### config.mk
export PLATFORM = sky130hd
export DESIGN_NAME = lab7_mem_ctrl
export DESIGN_NICKNAME = d
export VERILOG_FILES = /design/src/rtl/lab7_pkg.sv /design/src/rtl/lab7_mem_ctrl_sync2.sv /design/src/rtl/lab7_mem_ctrl.sv
export SDC_FILE = /design/constraint.sdc
export NUM_CORES = 1
export LEC_CHECK = 0
export CORE_ASPECT_RATIO = 1.75
export CORE_MARGIN = 2
export CORE_UTILIZATION = 39
export CTS_BUF_LIST = sky130_fd_sc_hd__clkbuf_16
export CTS_CLUSTER_DIAMETER = 150
export DETAILED_ROUTE_END_ITERATION = 8
export MAX_ROUTING_LAYER = met4
export PLACE_DENSITY_LB_ADDON = 0.05
export SYNTH_ARGS = -nofsm -noshare
export SYNTH_HDL_FRONTEND = slang
export SYNTH_SLANG_ARGS = --single-unit
### constraint.sdc
create_clock -name clk -period 2.4 [get_ports clk]
set_input_delay 0.24 -clock clk [delete_from_list [all_inputs] [get_ports clk]]
set_output_delay 0.24 -clock clk [all_outputs]
set_load 0.05 [all_outputs]
### src/rtl/lab7_pkg.sv
// Shared definitions for the lab 7 memory controller: CPU command codes,
// the two I/O addresses, FSM state encoding and the address/command decoder.
package lab7_pkg;

    localparam logic [1:0] MNONE  = 2'b00;
    localparam logic [1:0] MREAD  = 2'b01;
    localparam logic [1:0] MWRITE = 2'b10;

    localparam logic [8:0] LED_ADDR = 9'h100;
    localparam logic [8:0] SW_ADDR  = 9'h140;

    typedef enum logic [1:0] {
        IDLE    = 2'd0,
        DECODE  = 2'd1,
        RD_WAIT = 2'd2,
        DONE    = 2'd3
    } state_t;

    typedef enum logic [2:0] {
        OP_RAM_WR = 3'd0,
        OP_RAM_RD = 3'd1,
        OP_LED_WR = 3'd2,
        OP_SW_RD  = 3'd3,
        OP_ERR    = 3'd4
    } op_t;

    // Anything not explicitly legal (MNONE, cmd 11, unmapped address,
    // wrong direction on an I/O port) falls through to OP_ERR.
    function automatic op_t classify(input logic [1:0] cmd, input logic [8:0] addr);
        op_t op;
        op = OP_ERR;
        if (!addr[8]) begin
            if (cmd == MWRITE)
                op = OP_RAM_WR;
            else if (cmd == MREAD)
                op = OP_RAM_RD;
        end else if (addr == LED_ADDR && cmd == MWRITE) begin
            op = OP_LED_WR;
        end else if (addr == SW_ADDR && cmd == MREAD) begin
            op = OP_SW_RD;
        end
        return op;
    endfunction

endpackage

### src/rtl/lab7_mem_ctrl_sync2.sv
// Two-flop synchronizer for asynchronous level inputs such as board switches.
module sync2 #(
    parameter int WIDTH = 8
) (
    input  logic             clk,
    input  logic             reset,
    input  logic [WIDTH-1:0] d,
    output logic [WIDTH-1:0] q
);

    logic [WIDTH-1:0] meta;

    // Shift the raw input through two stages every cycle to settle metastability.
    always_ff @(posedge clk or negedge reset) begin
        if (!reset) begin
            meta <= '0;
            q    <= '0;
        end else begin
            meta <= d;
            q    <= meta;
        end
    end

endmodule

### src/rtl/lab7_mem_ctrl.sv
// CPU-side memory controller: decodes each request to the RAM, the LED
// register or the switch port, and returns a one-cycle ready pulse.
// RAM address/data come straight from the capture registers so they stay
// stable for the whole transaction.
module lab7_mem_ctrl
    import lab7_pkg::*;
(
    input  logic        clk,
    input  logic        reset,
    input  logic        req,
    input  logic [1:0]  mem_cmd,
    input  logic [8:0]  mem_addr,
    input  logic [15:0] write_data,
    output logic [15:0] read_data,
    output logic        ready,
    output logic        bus_err,
    output logic [7:0]  ram_addr,
    output logic [15:0] ram_din,
    output logic        ram_we,
    input  logic [15:0] ram_dout,
    input  logic [7:0]  SW,
    output logic [7:0]  LEDR
);

    state_t      state;
    logic [1:0]  cmd_q;
    logic [8:0]  addr_q;
    logic [15:0] wdata_q;
    logic [7:0]  sw_sync;
    op_t         op;

    sync2 #(.WIDTH(8)) u_sw_sync (
        .clk   (clk),
        .reset (reset),
        .d     (SW),
        .q     (sw_sync)
    );

    assign op       = classify(cmd_q, addr_q);
    assign ram_addr = addr_q[7:0];
    assign ram_din  = wdata_q;

    // Transaction FSM; ready and ram_we are registered one state ahead so they
    // are high exactly while the FSM sits in DONE / DECODE respectively.
    always_ff @(posedge clk or negedge reset) begin
        if (!reset) begin
            state     <= IDLE;
            cmd_q     <= MNONE;
            addr_q    <= '0;
            wdata_q   <= '0;
            read_data <= '0;
            ready     <= 1'b0;
            bus_err   <= 1'b0;
            ram_we    <= 1'b0;
            LEDR      <= '0;
        end else begin
            case (state)
                IDLE: begin
                    ready  <= 1'b0;
                    ram_we <= 1'b0;
                    if (req) begin
                        cmd_q   <= mem_cmd;
                        addr_q  <= mem_addr;
                        wdata_q <= write_data;
                        bus_err <= 1'b0;
                        ram_we  <= (classify(mem_cmd, mem_addr) == OP_RAM_WR);
                        state   <= DECODE;
                    end
                end
                DECODE: begin
                    ram_we <= 1'b0;
                    case (op)
                        OP_RAM_WR: begin
                            ready <= 1'b1;
                            state <= DONE;
                        end
                        OP_RAM_RD: begin
                            state <= RD_WAIT;
                        end
                        OP_LED_WR: begin
                            LEDR  <= wdata_q[7:0];
                            ready <= 1'b1;
                            state <= DONE;
                        end
                        OP_SW_RD: begin
                            read_data <= {8'h00, sw_sync};
                            ready     <= 1'b1;
                            state     <= DONE;
                        end
                        default: begin
                            bus_err <= 1'b1;
                            ready   <= 1'b1;
                            state   <= DONE;
                        end
                    endcase
                end
                RD_WAIT: begin
                    read_data <= ram_dout;
                    ready     <= 1'b1;
                    state     <= DONE;
                end
                DONE: begin
                    ready <= 1'b0;
                    state <= IDLE;
                end
                default: begin
                    ready  <= 1'b0;
                    ram_we <= 1'b0;
                    state  <= IDLE;
                end
            endcase
        end
    end

endmodule
# ---- Word-level counts from Yosys, hierarchy flattened
# Cells that the tools add are included.
# W data, S select, Z words.
dict set report totals {
  regBits 72
  in_bits 54
  output_inout_bits 51
}
dict set report classes {
  eq_ne 18
  muxes 24
  reduce_logical 15
}
# op count
set op_table {}
lappend op_table {{$eq A9 B9 Y1 const B} 4}
lappend op_table {{$mux W3} 12}
lappend op_table {{$pmux W16 S2} 1}
lappend op_table {{$mux W16} 1}
lappend op_table {{$eq A2 B2 Y1 const B} 4}
lappend op_table {{$pmux W2 S4} 1}
lappend op_table {{$eq A2 B1 Y1 const B} 3}
lappend op_table {{$eq A3 B2 Y1 const B} 2}
lappend op_table {{$logic_not A3 Y1} 2}
lappend op_table {{$ne A2 B2 Y1 const B} 3}
lappend op_table {{$reduce_and A2 Y1} 3}
lappend op_table {{$mux W1} 5}
lappend op_table {{$logic_and A1 B1 Y1} 4}
lappend op_table {{$pmux W1 S2} 2}
lappend op_table {{$reduce_bool A2 Y1} 2}
lappend op_table {{$reduce_or A4 Y1} 1}
lappend op_table {{$eq A3 B1 Y1 const B} 1}
lappend op_table {{$pmux W1 S3} 1}
lappend op_table {{$reduce_and A3 Y1} 1}
lappend op_table {{$logic_not A2 Y1} 1}
lappend op_table {{$mux W2} 1}
lappend op_table {{$ne A2 B1 Y1 const B} 1}
lappend op_table {{$reduce_or A2 Y1} 1}

# ---- Longest topological paths before layout
# Gate-level depths: netlist of the first run.
dict set report logic_depth {
  ltp_word 10
  depth_mapped 7
  mapped_depth_nobuf 5
}

# ---- Hierarchy
# From an unflattened synthesis of the first run, not the netlist that was laid out.
dict set report hier_totals {
  hier_cells 188
  hier_area_um2 2922.8
}
# module instances cells_each area_each_um2 seq_area_each_um2
set by_module_without_submodules {}
lappend by_module_without_submodules {lab7_mem_ctrl 1 172 2522.4 1401.3}
lappend by_module_without_submodules {sync2 1 16 400.4 400.4}

# ---- Worst setup path before layout of the first run
# Ideal clock, no wire load.
dict set report synth_timing {
  path_kind {register to register}
  start {reg addr_q[2]}
  end {reg LEDR[0]}
  setup_ns 0.125
  arrival_ns 1.895
  required_ns 2.275
  path_slack_ns 0.380
  stages_incl_launch_ff 5
  period_less_slack_ns 2.020
  path_cell_list {dfrtp_1 -> or4_4 -> or4_4 -> buf_6 -> mux2_4}
}
dict set report synth_between {
  elab_chain_cells 7
  word_cells_on_any_way 9
  cone_classes {3 x eq/ne; 3 x mux; 3 x reduce/logical}
}
# element line
set synth_rtl {}
lappend synth_rtl {{from (decl)} lab7_mem_ctrl.sv:27} ;# logic [8:0] addr_q;
lappend synth_rtl {{from (signal assigned)} lab7_mem_ctrl.sv:63} ;# addr_q <= mem_addr;
lappend synth_rtl {{$eq A9 B9 Y1} lab7_pkg.sv:39} ;# end else if (addr == SW_ADDR && cmd == MREAD) begin
lappend synth_rtl {{$logic_and A1 B1 Y1} lab7_pkg.sv:39}
lappend synth_rtl {{$mux W3} lab7_pkg.sv:39}
lappend synth_rtl {{$mux W3 *} lab7_pkg.sv:37} ;# end else if (addr == LED_ADDR && cmd == MWRITE) begin
lappend synth_rtl {{$mux W3 *} lab7_pkg.sv:32} ;# if (!addr[8]) begin
lappend synth_rtl {{$eq A3 B2 Y1 *} lab7_mem_ctrl.sv:72} ;# case (op)
lappend synth_rtl {{$reduce_and A2 Y1 (no line) *} -}
lappend synth_rtl {{to (signal assigned)} lab7_mem_ctrl.sv:81} ;# LEDR <= wdata_q[7:0];
lappend synth_rtl {{to (decl)} lab7_mem_ctrl.sv:22} ;# output logic [7:0] LEDR
# Every way passes the cells marked *; elsewhere a longest branch is shown, timed or not.
# A chain may end at the register's enable or synchronous reset.

# ---- Worst setup path in the final report of the first run
dict set report layout_timing {
  start {reg addr_q[2]}
  end {reg LEDR[7]}
}
# The elaborated chain is that of the path after synthesis.

==> flow_metrics.env, run 1 <==
export IMPL_outcome="finished clean"
export IMPL_crit_arrival_ps=2280
export IMPL_clockRootBuffer="clkbuf_16"
export IMPL_p_comb_share_pct=51.8
export IMPL_worstPathRequired_ps=2610
export IMPL_cts_made_buffers=9
export IMPL_skew_ps=3.79
export IMPL_synth_top_area_cell="dfrtp_1"
export IMPL_fin_crit_sh_pct=86.4
export IMPL_place_gp_congestion=0.751
export IMPL_cap_violations=0
export IMPL_clockPowerShare_pct=18.9
export IMPL_die_w_um=71.6
export IMPL_cts_tree="built"
export IMPL_syn_to_final_growth_pct=44.8
export IMPL_drive_gt1_share_pct=20.3
export IMPL_seq_power_share_pct=29.3
export IMPL_ys_ff_latch=72
export IMPL_antenna_found_initial=0
export IMPL_io_buffers=104
export IMPL_cp_max_fo=8
export IMPL_yosysSeqAreaShare_pct=57.7
export IMPL_overflow=0
export IMPL_hpwl_um=4840
export IMPL_die_area_mm2=0.00877
export IMPL_setup_viol=0
export IMPL_r2r_start="addr_q[2]"
export IMPL_final_nets=406
export IMPL_synthDominantCellAreaShare_pct=57.7
export IMPL_finalSetupTns_ps=0
export IMPL_synth_most_common_cell="dfrtp_1"
export IMPL_tightest_slew_ps=921
export IMPL_h_tree_depth=3
export IMPL_grt_pass1_wl_um=11200
export IMPL_track_usage_pct=17.3
export IMPL_placementRows=43
export IMPL_ir_drop_uv=802
export IMPL_start_util_pct=39.8
export IMPL_crit_start="addr_q[2]"
export IMPL_diodes=0
export IMPL_syn_num_nets=301
export IMPL_clk_pin_slew_ps=50
export IMPL_p_leak_nw=1.93
export IMPL_grt_max_degree=73
export IMPL_power_density_mw_per_mm2=1490
export IMPL_routedWlPerCell_um=15.6
export IMPL_cts_hold_buf=0
export IMPL_avgSynthCellArea_um2=13.1
export IMPL_synth_edf_count=0
export IMPL_die_y_um=122
export IMPL_io_pins=105
export IMPL_synth_cell_area_mm2=0.00312
export IMPL_synthCells=239
export IMPL_num_fill_cells=683
export IMPL_relSlewSlack_pct=38.6
export IMPL_synth_flop_cell="dfrtp_1"
export IMPL_drc_errors=0
export IMPL_drtIter0Drc=117
export IMPL_post_cts_setup_buffers=0
export IMPL_ys_top_cells_by_area="dfrtp_1 58%, mux2_2 9.0%, mux2_4 3.8%"
export IMPL_cp_end_kind="flip-flop"
export IMPL_ys_warnings_count=0
export IMPL_vias=2236
export IMPL_clkLatencyLatePin_ps=330
export IMPL_startpoint_type="flip-flop"
export IMPL_synthArstFlopShare_pct=100
export IMPL_maxSlewViolCount=0
export IMPL_hold_path_class="primary input to asynchronous set/reset pin"
export IMPL_yosysUniqueCellTypes=32
export IMPL_synth_common_cells="72 x dfrtp_1, 25 x mux2_2, 22 x nand2_1"
export IMPL_antenna_left=0
export IMPL_p_sw_share_pct=43.5
export IMPL_wl_um=6850
export IMPL_finalCriticalPeriod_ps=2070
export IMPL_crit_type="flip-flop to flip-flop"
export IMPL_clock_sinks=72
export IMPL_post_route_util_pct=57.6
export IMPL_timing_hold_violations_final=0
export IMPL_rsz0062_at_grt="no"
export IMPL_core_mm2=0.00786
export IMPL_fmax_ghz=0.482
export IMPL_drt_pass1_iter_count=4
export IMPL_fin_hold_ws_ps=45.4
export IMPL_power_switching_mw=2.93
export IMPL_viasPerCell=5.09
export IMPL_p_int_mw=3.81
export IMPL_grt_pass1_vias=2299
export IMPL_clockBufferDepth=2
export IMPL_cts_resized=0
[final cells by class]
cell class	count	area (um^2)	area share, %
clock inverters	7	62.6	1.38
repair buffers	113	1110	24.5
multi-input cells	133	1160	25.6
clock buffers	9	225	4.98
inverters	15	56.3	1.25
well taps	90	113	2.49
flip-flops and latches	72	1800	39.9
[critical path: stages (launching register included)]
cell	delay, ps
dfrtp_1	410
or4_4	570
or4_4	650
mux2_4	330
[state kept, by name, summed over array words and instances, names as in the netlist]
signal and count:
ram_din 16, addr_q 9, u_sw_sync.meta 8, read_data 16, u_sw_sync.q 8, LEDR 8
ready 1, ram_we 1, bus_err 1, state 2, cmd_q 2
[power groups by stage]
stage               Combinational [mW]  Clock [mW]  Sequential (mW)
detailed placement                3.52           0             2.00
global placement                  3.49           0             1.97
floorplan                         1.49           0             2.94
global route                      3.72        1.37             2.04
CTS                               3.53        1.32             1.98
finish                            3.49        1.27             1.98
[layer usage]
metal,GRT usage [%],share of wire [%],wire [um],vias to the layer above
li1,-,-,-,1081
met1,19.5,40,2740,1071
met2,28.8,53,3630,79
met3,4.68,5.8,398,5
met4,7.19,1.2,82,0
met5,-,0,0,-
[through the flow]
stage | worst slack, ps | instance area [um^2] | std cells | total power, mW
3_5_place_dp | 334 | 4230 | 423 | 5.52
2_1_floorplan | 380 | 3120 | 239 | 4.42
6_report | 327 | 4520 | 439 | 6.74
4_1_cts | 321 | 4520 | 439 | 6.84
3_3_place_gp | 350 | 4230 | 423 | 5.46
5_1_grt | 276 | 4520 | 439 | 7.14
[path summary, 6_finish.rpt]
path                                       end  slack, ps  cells past startpoint
worst max register to register         LEDR[7]        330                      3
worst min register to register  u_sw_sync.q[3]        340                      0
worst min-delay path                 addr_q[4]         50                      1
min in group clk                u_sw_sync.q[3]        340                      0
max in group asynchronous         read_data[3]       1750                      1
worst max-delay path                   LEDR[7]        330                      3
[logic make-up after synthesis]
kind of cell | count (synthesis) | synth area share, %
AOI/OAI and AO/OA | 38 | 10.1
muxes | 34 | 13.2
adders and majority gates | 8 | 3.21
and+or+nand+nor | 53 | 10.6
DFF | 72 | 57.7
buffers and inverters | 34 | 5.29
[cell usage in the layout, fill, tap and decap left out, drive strengths merged, types with 2 or more instances in the layout]
master and instances:
o221ai 8, ha 8, clkinv 4, o221a 8
nand2b 3, nor4bb 8, nor3 9, nand2 22
o21ai 7, o211ai 2, clkbuf 9, inv 15
a21oi 2, or4 3, buf 10, dfrtp 72
a41oi 8, clkdlybuf4s50 103, mux2 33, clkinvlp 2
Note: power is estimated with default switching activity, not from simulation.
==> run 2, diff against run 1 <==
PLACE_DENSITY = 0.79   (was unset)
PLACE_DENSITY_LB_ADDON = unset   (was 0.05)
SETUP_SLACK_MARGIN = 0.2   (was unset)
==> run 2 against run 1 <==
  * Maximum frequency shrank 0.79%
  * Non-clock buffer count stayed put
  * Setup slack got worse by 17 ps
  * Clock power shrank 9%
  * Cell count stayed put
  * Register-to-register slack got worse by 20 ps
  * Sequential power barely moved
  * Hold slack got worse by 7.4 ps
  * Largest cell class unchanged
  * Largest power group unchanged
  * Highest routed layer unchanged
==> flow_metrics.env, run 2 (synthesis results as in run 1) <==
export IMPL_cp_max_fo=8
export IMPL_post_cts_setup_buffers=0
export IMPL_grt_busiest_layer="met2"
export IMPL_io_pins=105
export IMPL_p_comb_share_pct=52.8
export IMPL_hpwl_um=5250
export IMPL_finalCriticalPeriod_ps=2090
export IMPL_placementRows=43
export IMPL_cap_violations=0
export IMPL_grt_max_degree=73
export IMPL_clk_pin_slew_ps=60
export IMPL_fmax_ghz=0.478
export IMPL_clkLatencyLatePin_ps=330
export IMPL_cts_tree="built"
export IMPL_relSlewSlack_pct=40.6
export IMPL_rsz0062_at_grt="no"
export IMPL_drive_gt1_share_pct=19.8
export IMPL_p_int_mw=3.70
export IMPL_maxSlewViolCount=0
export IMPL_cts_hold_buf=0
export IMPL_final_common_cell="clkdlybuf4s50_1"
export IMPL_track_usage_pct=17.8
export IMPL_crit_type="flip-flop to flip-flop"
export IMPL_clockBufferDepth=2
export IMPL_final_nets=406
export IMPL_io_buffers=104
export IMPL_vias=2245
export IMPL_drt_pass1_iter_count=4
export IMPL_worstPathRequired_ps=2620
export IMPL_viasPerCell=5.11
export IMPL_start_util_pct=39.8
export IMPL_startpoint_type="flip-flop"
export IMPL_cts_made_buffers=9
export IMPL_hold_path_class="primary input to asynchronous set/reset pin"
export IMPL_seq_power_share_pct=29.9
export IMPL_drc_errors=0
export IMPL_grt_use_met2_pct=30.3
export IMPL_clock_sinks=72
export IMPL_cp_end_kind="flip-flop"
export IMPL_met1_usage_pct=19.8
export IMPL_skew_ps=5.94
export IMPL_diodes=0
export IMPL_fin_crit_sh_pct=87.1
export IMPL_power_switching_mw=2.95
export IMPL_wl_um=7190
export IMPL_clockRootBuffer="clkbuf_16"
export IMPL_fin_ws_ps=310
export IMPL_antenna_found_initial=0
export IMPL_die_y_um=122
export IMPL_ir_drop_uv=803
export IMPL_cts_resized=0
export IMPL_routedWlPerCell_um=16.4
export IMPL_syn_to_final_growth_pct=43.8
export IMPL_core_mm2=0.00786
export IMPL_p_sw_share_pct=44.4
export IMPL_crit_arrival_ps=2310
export IMPL_die_w_um=71.6
export IMPL_antenna_left=0
export IMPL_timing_hold_violations_final=0
export IMPL_outcome="finished clean"
export IMPL_power_density_mw_per_mm2=1480
export IMPL_place_gp_congestion=0.744
export IMPL_h_tree_depth=3
export IMPL_die_area_mm2=0.00877
export IMPL_num_fill_cells=675
export IMPL_clockPowerShare_pct=17.3
export IMPL_tightest_slew_ps=892
export IMPL_grt_pass1_vias=2344
export IMPL_pre_cts_slack_ps=308
export IMPL_p_leak_nw=1.93
export IMPL_grt_pass1_wl_um=11500
export IMPL_use_met3_pct=4.11
export IMPL_final_cell_mix="103 x clkdlybuf4s50_1, 72 x dfrtp_1, 25 x mux2_2, 22 x nand2_1, 18 x inv_1"
export IMPL_setup_viol=0
export IMPL_finalSetupTns_ps=0
export IMPL_drtIter0Drc=129
export IMPL_overflow=0
## run 2: area by class of cell
| type | count | area [um^2] | share of cell area, % |
|---|---|---|---|
| clock buffer | 9 | 225 | 5.02 |
| clock inverter | 7 | 32.5 | 0.724 |
| inverter | 15 | 56.3 | 1.25 |
| multi-input combinational | 133 | 1160 | 25.7 |
| sequential | 72 | 1800 | 40.1 |
| tap | 90 | 113 | 2.51 |
| timing repair buffer | 113 | 1110 | 24.6 |
## run 2: per-layer routing
| layer | routed length (um) | vias up | share of wire [%] |
|---|---|---|---|
| met3 | 265 | 14 | 3.7 |
| met4 | 190 | 0 | 2.6 |
| li1 | - | 1072 | - |
| met2 | 3940 | 75 | 55 |
| met5 | 0 | - | 0 |
| met1 | 2790 | 1084 | 39 |
## run 2: power groups by stage
stage | clock, mW | combinational [mW] | sequential (mW)
global placement | 0 | 3.47 | 1.98
floorplan | 0 | 1.49 | 2.94
CTS | 1.18 | 3.54 | 1.99
global route | 1.23 | 3.71 | 2.06
detailed placement | 0 | 3.52 | 2.01
finish | 1.15 | 3.51 | 1.99
## run 2: worst max-delay path, stage by stage, from the launching register on
cell,delay [ps]
dfrtp_1,410
or4_4,580
or4_4,650
mux2_4,340
## run 2: path summary, 6_finish.rpt
| path | from | endpoint | slack [ps] | cells after the start |
|---|---|---|---|---|
| setup / recovery | addr_q[2] | LEDR[2] | 310 | 3 |
| hold / removal | reset | ram_din[12] | 40 | 1 |
| setup reg to reg | addr_q[2] | LEDR[2] | 310 | 3 |
| hold reg to reg | u_sw_sync.meta[1] | u_sw_sync.q[1] | 340 | 0 |
| max in group asynchronous | reset | u_sw_sync.meta[3] | 1790 | 1 |
| min in group clk | u_sw_sync.meta[1] | u_sw_sync.q[1] | 340 | 0 |
## run 2: metrics by stage
step / hold WS (ps) / power (mW) / util (%) / area [um^2] / instances
finish: 38.0 / 6.65 / 57.2 / 4490 / 439
global route: 111 / 7.00 / 57.2 / 4490 / 439
CTS: 66.1 / 6.72 / 57.2 / 4490 / 439
detailed placement: 336 / 5.53 / 53.9 / 4230 / 423
global placement: 332 / 5.44 / 53.9 / 4230 / 423
floorplan: -55.6 / 4.42 / - / 3120 / 239
